<file path="src/rtl/fir_out_requant_pkg.sv">
// Shared widths, rounding shift and saturation limits for the FIR output requantiser.
// The limit helpers let any instance derive its own clip bounds from OUT_BITS.
package fir_out_requant_pkg;

  localparam int DEF_IN_BITS  = 32;
  localparam int DEF_OUT_BITS = 16;
  localparam int DEF_SHIFT    = 11;
  localparam int DEF_DEPTH    = 16;

  function automatic longint sat_max(input int bits);
    return (longint'(1) <<< (bits - 1)) - 1;
  endfunction

  function automatic longint sat_min(input int bits);
    return -(longint'(1) <<< (bits - 1));
  endfunction

  localparam longint SAT_MAX = sat_max(DEF_OUT_BITS);
  localparam longint SAT_MIN = sat_min(DEF_OUT_BITS);

endpackage

</file>
<file path="src/rtl/sync_fwft_fifo.sv">
// Single-clock first-word-fall-through FIFO.
// A write to a full FIFO is accepted only when a read frees the head slot at the same edge.
module sync_fwft_fifo #(
  parameter int WIDTH = 16,
  parameter int DEPTH = 16
) (
  input  logic                   clk,
  input  logic                   rst,
  input  logic                   wr_en,
  input  logic [WIDTH-1:0]       wr_data,
  input  logic                   rd_en,
  output logic [WIDTH-1:0]       rd_data,
  output logic                   valid,
  output logic [$clog2(DEPTH):0] level,
  output logic                   drop
);

  localparam int AW = $clog2(DEPTH);

  logic [WIDTH-1:0] mem [DEPTH];
  logic [AW-1:0]    wr_ptr;
  logic [AW-1:0]    rd_ptr;
  logic             full;
  logic             push;
  logic             pop;

  assign valid = (level != '0);
  assign full  = (level == (AW + 1)'(DEPTH));
  assign pop   = rd_en & valid;
  assign push  = wr_en & (~full | pop);
  assign drop  = wr_en & full & ~pop;

  // Forcing zero when empty keeps the output defined straight out of reset.
  assign rd_data = valid ? mem[rd_ptr] : '0;

  always_ff @(posedge clk) begin
    if (push) begin
      mem[wr_ptr] <= wr_data;
    end
  end

  always_ff @(posedge clk) begin
    if (rst) begin
      wr_ptr <= '0;
      rd_ptr <= '0;
      level  <= '0;
    end else begin
      if (push) begin
        wr_ptr <= wr_ptr + AW'(1);
      end
      if (pop) begin
        rd_ptr <= rd_ptr + AW'(1);
      end
      case ({push, pop})
        2'b10:   level <= level + (AW + 1)'(1);
        2'b01:   level <= level - (AW + 1)'(1);
        default: level <= level;
      endcase
    end
  end

endmodule

</file>
<file path="src/rtl/fir_out_requant.sv">
// Captures one FIR result per rising edge of its valid level, rounds and clips it
// to OUT_BITS, and buffers the samples in a FWFT FIFO with sticky drop/clip flags.
module fir_out_requant
  import fir_out_requant_pkg::*;
#(
  parameter int IN_BITS  = DEF_IN_BITS,
  parameter int OUT_BITS = DEF_OUT_BITS,
  parameter int SHIFT    = DEF_SHIFT,
  parameter int DEPTH    = DEF_DEPTH
) (
  input  logic                       clk,
  input  logic                       rst,
  input  logic                       data_in_vld,
  input  logic signed [IN_BITS-1:0]  data_in,
  output logic signed [OUT_BITS-1:0] data_out,
  output logic                       data_out_vld,
  input  logic                       data_out_rdy,
  output logic [$clog2(DEPTH):0]     fifo_level,
  output logic                       overflow,
  output logic                       sat_flag,
  input  logic                       clr_flags
);

  localparam int RW = IN_BITS + 1;
  localparam logic signed [RW-1:0] R_MAX = RW'(sat_max(OUT_BITS));
  localparam logic signed [RW-1:0] R_MIN = RW'(sat_min(OUT_BITS));
  localparam logic signed [RW-1:0] HALF  = RW'(longint'(1) <<< (SHIFT - 1));

  logic                       vld_d1;
  logic                       vld_d2;
  logic                       cap;
  logic signed [IN_BITS-1:0]  s1;
  logic                       s1_vld;
  logic signed [RW-1:0]       sum;
  logic signed [RW-1:0]       r;
  logic signed [OUT_BITS-1:0] sat_val;
  logic                       sat_hit;
  logic                       drop;

  // The valid is a level that may be held, so only its first high sample starts a capture.
  assign cap = vld_d1 & ~vld_d2;

  always_ff @(posedge clk) begin
    if (rst) begin
      vld_d1 <= 1'b0;
      vld_d2 <= 1'b0;
      s1     <= '0;
      s1_vld <= 1'b0;
    end else begin
      vld_d1 <= data_in_vld;
      vld_d2 <= vld_d1;
      s1_vld <= cap;
      if (cap) begin
        s1 <= data_in;
      end
    end
  end

  // Stage 2 is combinational into the FIFO write port; s1_vld doubles as its valid.
  always_comb begin
    sum     = RW'(s1) + HALF;
    r       = sum >>> SHIFT;
    sat_hit = 1'b0;
    sat_val = r[OUT_BITS-1:0];
    if (r > R_MAX) begin
      sat_val = R_MAX[OUT_BITS-1:0];
      sat_hit = 1'b1;
    end else if (r < R_MIN) begin
      sat_val = R_MIN[OUT_BITS-1:0];
      sat_hit = 1'b1;
    end
  end

  // A set event wins over a clear arriving in the same cycle.
  always_ff @(posedge clk) begin
    if (rst) begin
      sat_flag <= 1'b0;
      overflow <= 1'b0;
    end else begin
      if (s1_vld && sat_hit) begin
        sat_flag <= 1'b1;
      end else if (clr_flags) begin
        sat_flag <= 1'b0;
      end
      if (drop) begin
        overflow <= 1'b1;
      end else if (clr_flags) begin
        overflow <= 1'b0;
      end
    end
  end

  sync_fwft_fifo #(
    .WIDTH (OUT_BITS),
    .DEPTH (DEPTH)
  ) u_fifo (
    .clk     (clk),
    .rst     (rst),
    .wr_en   (s1_vld),
    .wr_data (sat_val),
    .rd_en   (data_out_rdy),
    .rd_data (data_out),
    .valid   (data_out_vld),
    .level   (fifo_level),
    .drop    (drop)
  );

endmodule
</file>
<file path="config.mk">
export PLATFORM = sky130hd
export DESIGN_NAME = fir_out_requant
export DESIGN_NICKNAME = d
export VERILOG_FILES = /design/src/rtl/fir_out_requant_pkg.sv /design/src/rtl/sync_fwft_fifo.sv /design/src/rtl/fir_out_requant.sv
export SDC_FILE = /design/constraint.sdc
export NUM_CORES = 1
export LEC_CHECK = 0
export CORE_UTILIZATION = 40
export CTS_CLUSTER_DIAMETER = 120
export CTS_CLUSTER_SIZE = 30
export DETAILED_ROUTE_END_ITERATION = 6
export GPL_ROUTABILITY_DRIVEN = 0
export PLACE_DENSITY = 0.63
export SLEW_MARGIN = 10
export SYNTH_ARGS = -nofsm -noshare
export SYNTH_HDL_FRONTEND = slang
export SYNTH_SLANG_ARGS = --single-unit
</file>
<file path="constraint.sdc">
create_clock -name clk -period 8.85 [get_ports clk]
set_clock_uncertainty 0.05 [all_clocks]
set_input_delay 2.2125 -clock clk [delete_from_list [all_inputs] [get_ports clk]]
set_output_delay 2.2125 -clock clk [all_outputs]
set_load 0.02 [all_outputs]
</file>
==> qor.yml <==
p_clk_frac: 0.221
synth_top_cell_area_share: 0.632
required_ns: 6.59
crit_path_max_incr_delay_ns: 0.75
maxSlewHeadroom: 0.197
cp-start-kind: "flip-flop"
syn-num-nets: 734
area_growth_syn_to_layout_pct: 11.4
grt.total_usage: 0.162
drtAntennaViolNets: 0
grt_pass1_vias: 6366
drc_errors: 0
antenna_found_initial: 0
ys_seq_area_frac: 0.705
final_area_um2: 13500
p_seq_frac: 0.538
power_frac_comb: 0.241
power_switching_mw: 0.831
p_int_mw: 2.26
htree_levels: 1
outcome: "completed"
p_leak_nw: 4.13
swShare: 0.268
clockBufferDepth: 3
clock_sinks: 300
synth.area.top_cells: "edfxtp_1 (63%), mux4_2 (15%), dfxtp_1 (7.2%)"
fin_util: 0.454
pin_count: 61
cts_resized: 0
worstPathMaxFanout: 35
fin_setup_tns_ns: 0
cts_buffers: 13
fin_crit_sh: 0.689
final_hold_viol_count: 0
drt_iter0_drc: 465
crit_family: "buffers and inverters"
nFillCells: 2564
dpl-instance-area_um2: 13200
regArea_um2: 8570
top_usage_layer: "met2"
hold_class: "flip-flop to flip-flop"
cts_hold_buf: 0
core_area_um2: 29800
ys_seq_elements: 300
synth_area_um2: 12200
use_met2: 0.275
synthCells: 686
port_buffers: 50
num_antenna_cells: 0
worstMarginPinSlew_ns: 1.21
rsz0062_at_grt: "false"
die-width_um: 176
finalNetCount: 784
yosysTopAreaCell: "edfxtp_1"
grt_pass1_wl_um: 37600
syn_avg_cell_area_um2: 17.7
cp_common_cell: "mux4_2"
power_mw: 3.10
synth_edf_count: 256
ys_warn_count: 0
dieHeight_um: 176
setup_slack_ns: 2.76
routedWlPerCell_um: 21.8
synth_most_common_cell: "edfxtp_1"
dr.pass1.iters: 4
die_area_um2: 31100
drv_cap: 0
rows: 63
routed_via_density: 5.44
grt_util_met1: 0.222
hpwl_um: 14700
yosys-top-cells-count: "edfxtp_1 (256), mux4_2 (80), nand2_1 (55)"
drv_slew: 0
vias: 6160
initial_core_util: 0.408
grt_max_degree: 65
drive_gt1_frac: 0.190
slowest_stage: "dfxtp_4"
setup_violations: 0
vdd_drop_max_v: 0.000102
pre_cts_slack_ns: 3.17
routed_wl_um: 24600
gr-total-overflow: 0
async_reset_ff_frac: 0
path_cells: "buf_4, mux4_2, mux4_2, nor2b_1, clkdlybuf4s50_1"
clkLatencyLatePin_ns: 0.48
cts_tree: "done"
crit_path_end_kind: "output pin"
period_needed_ns: 6.09
cts-root-buf: "clkbuf_16"
worstSetupPathType: "flip-flop to output pin"
worst_ep_arrival_time_ns: 3.83
p_per_area_nw_per_um2: 229
cts_setup_buffers: 0
met3_usage: 0.0209
multi_input_area_um2: 3410
ys.flop_type: "edfxtp_1"
clkTransAtPathRegs_ns: 0.11
path_buf_inv: 2
max_freq_ghz: 0.164
ys_types: 51
-- cells by family (layout without fill, tap and decap cells) --
family	Yosys count	after routing	share of synthesized area
buf+inv	51	107	0.0178
flops	300	300	0.705
fa+ha+maj	11	11	0.0119
mux	81	81	0.149
simple gates	160	160	0.0678
xor+xnor	25	25	0.0180
compound gates	58	58	0.0306
-- placed cells by master, fill, tap and decap left out, types with 3 or more instances in the layout --
cell | netlist | layout
edfxtp_1 | 256 | 256
mux4_2 | 80 | 80
nand2_1 | 55 | 55
clkdlybuf4s50_1 | 0 | 50
dfxtp_1 | 44 | 42
nor2_1 | 35 | 35
a21oi_1 | 33 | 32
nor2b_1 | 25 | 23
buf_4 | 2 | 21
inv_1 | 15 | 15
xor2_1 | 13 | 13
clkbuf_16 | 0 | 13
xnor2_1 | 12 | 12
ha_1 | 10 | 10
nor3_1 | 12 | 8
clkbuf_1 | 21 | 8
nand4_1 | 7 | 7
nand3_1 | 5 | 5
o21ai_2 | 5 | 5
and3_1 | 4 | 4
nor3_2 | 0 | 4
and4_1 | 3 | 3
a2bb2oi_1 | 4 | 3
nand2b_1 | 3 | 3
-- through the flow --
step	instances	hold slack, ns
4_1_cts	1132	0.413
5_1_grt	1132	0.459
2_1_floorplan	686	0.356
3_3_place_gp	1111	0.372
3_5_place_dp	1111	0.396
6_report	1132	0.430
-- per-layer routing --
metal	vias to the layer above	part of all wire
li1	2762	-
met1	3200	0.44
met2	175	0.49
met3	23	0.050
met4	0	0.019
met5	-	0
-- power by group through the flow --
| stage | Combinational, mW | Sequential (mW) | Clock [mW] |
|---|---|---|---|
| 3_5_place_dp | 0.759 | 1.70 | 0 |
| 4_1_cts | 0.760 | 1.67 | 0.696 |
| 6_report | 0.746 | 1.67 | 0.683 |
| 5_1_grt | 0.808 | 1.68 | 0.740 |
| 3_3_place_gp | 0.740 | 1.70 | 0 |
| 2_1_floorplan | 0.544 | 1.66 | 0 |
-- layout make-up --
cell class / instances / area share
clock buffers: 21 / 0.0262
inverters: 15 / 0.00416
multi-input cells: 335 / 0.252
flip-flops and latches: 300 / 0.633
well taps: 390 / 0.0360
repair buffers: 71 / 0.0486
-- worst paths after layout --
path                       startpoint                          to  slack (ns)  cells past startpoint
setup / recovery            flip-flop                 data_out[5]        2.76                      5
hold / removal      vld_d2$_SDFF_PP0_           s1_vld$_SDFF_PP0_        0.43                      1
setup reg to reg  s1[11]$_SDFFE_PP0P_  u_fifo.mem[6][1]$_DFFE_PP_        5.16                      7
hold reg to reg     vld_d2$_SDFF_PP0_           s1_vld$_SDFF_PP0_        0.43                      1
-- flip-flops by register name (all words and copies together) (netlist names), named ones only --
name and flops:
s1_vld 1, u_fifo.wr_ptr 4, u_fifo.mem 256, vld_d2 1
overflow 1, u_fifo.rd_ptr 4, vld_d1 1, s1 22
u_fifo.level 5, sat_flag 1
No activity file was read; power rests on OpenSTA's default activity.
==> RTL change (same flow settings) <==
The package constant `DEF_DEPTH` goes from 16 to 32.
--- a/src/rtl/fir_out_requant_pkg.sv
+++ b/src/rtl/fir_out_requant_pkg.sv
@@ -7,3 +7,3 @@
   localparam int DEF_SHIFT    = 11;
-  localparam int DEF_DEPTH    = 16;
+  localparam int DEF_DEPTH    = 32;
 
Ports: changed (resized fifo_level); port bits go from 61 to 62. The function was not compared with the original's and may differ.
==> RTL change against the unedited design <==
Utilization fell by 0.30 points. Design area rose by 81%. Sequential cell count rose by 260. Setup slack got worse by 0.39 ns. Power rose by 79%. Synthesized cell count rose by 61%. Non-clock buffer count rose by 34. Area after synthesis rose by 82%. Global-route usage rose by 0.42 points. Routed wire length rose by 89%. Largest power group unchanged.
==> RTL change: results (changes against the unedited design) <==
- Status: finished clean
- Post-Synth Adder-Cell Area: 0.7122% (-0.48 points)
- Initial DRC Count: 973 (+110%)
- PD cells: 225.9 nW/um^2 (-1.2%)
- Setup bufs post-CTS: 0 (unchanged)
- Cell variety after synth: 49 (-3.9%)
- Clk pin slew, worst setup/hold paths: 0.11 ns (about the same)
- Final setup violation count: 0 (unchanged)
- DP HPWL: 26.62 mm (+81%)
- Longest Clk Path Bufs: 3 (unchanged)
- IO buf count: 51 (+2.0%)
- Async S/R FF share, synth: 0% (unchanged)
- Ant. Diodes: 0 (unchanged)
- Complex-gate fraction of the synthesized area: 1.944% (-1.1 points)
- Placed cells: 1848 (+66%)
- Post-DP Area: 23810 sq um (+81%)
- Largest net degree at the start of global routing: 64 (-1.5%)
- Final nets: 1225 (+56%)
- VDD IR max: 0.2223 mV (+120%)
- Leak: 7.262 nW (+76%)
- Vias in the first global route: 10.56k (+66%)
- Fin cells: 1888 (+67%)
- Hold buffers post-CTS: 0 (unchanged)
- First-pass GRT wire length: 68.57 mm (+82%)
- Initial antenna violation count: 0 (unchanged)
- Slowest cell delay on critical path: 0.84 ns (+0.09 ns)
- Routed vias/inst: 5.605 (+3.0%)
- Biggest regs: u_fifo.mem x512, s1 x22, u_fifo.level x6
- Xor/xnor share of the synthesized area: 1.108% (-0.69 points)
- CP Max Fanout: 34 (-2.9%)
- Layout cells sized above 1: 25.50% (+6.5 points)
- Root buffer cell: clkbuf_16
- Number of flops mapped to enable cells by yosys: 512 (+100%)
- Synth Warn #: 0 (unchanged)
- Clock Latency Late Sink: 0.58 ns (+0.10 ns)
- Setup TNS: 0 ns (unchanged)
- Worst slew margin: 33.49% (+14 points)
- Clock buffer count from CTS: 22 (+9)
- Sequential area share after synthesis: 73.80% (+3.3 points)
- Post-cts resize count: 0 (unchanged)
- CP max-delay cell: dfxtp_4
- Cells after Synth: 1102 (+61%)
- Place WS: 2.870 ns (-0.3046 ns)
- Area contributors post-synth: edfxtp_1, mux4_2, dfxtp_1, nor2_1, nand2_1
- First drt pass iteration count: 5 (+1)
- Overall global routing resource usage: 16.65% (+0.42 points)
- Mux cell area share after synthesis: 17.09% (+2.2 points)
- Arrival @ worst endpoint: 4.22 ns (+0.39 ns)
- Number of H-tree levels: 1 (unchanged)
- Largest delay share family, worst path: multiplexers
- Min-delay worst type: reg2reg
- P_comb: 1.18 mW (+58%)
- Total wire length: 46.64 mm (+89%)
- Pint: 4.047 mW (+79%)
- Clock network power share: 22.9% (+0.8 points)
- Synth cell count leaders: edfxtp_1, mux4_2, nor2_1, nand2_1, dfxtp_1
==> RTL change: path summary, 6_finish.rpt <==
| path | startpoint | cells after the start | to | slack [ns] |
|---|---|---|---|---|
| setup / recovery | register | 6 | data_out[9] | 2.37 |
| hold / removal | vld_d2 | 1 | s1_vld | 0.39 |
| setup reg to reg | u_fifo.level[1] | 12 | u_fifo.level[5] | 5.14 |
| hold reg to reg | vld_d2 | 1 | s1_vld | 0.39 |
==> RTL change: metal layers <==
layer / up-vias / track usage (%) / part of all wire (%)
met3: 43 / 1.614 / 5.0
met1: 5667 / 24.88 / 46
met4: 0 / 3.226 / 1.7
met2: 293 / 26.78 / 48
li1: 4579 / - / -
met5: - / 0 / 0
==> RTL change: final cells by class <==
class	instances	area, sq um
Multi-Input combinational cell	473	5638
Fill cell	4619	29760
Clock buffer	39	635.6
Inverter	14	52.55
Timing Repair Buffer	105	928.4
Sequential cell	560	16350
Tap cell	696	870.8
Clock inverter	1	11.26
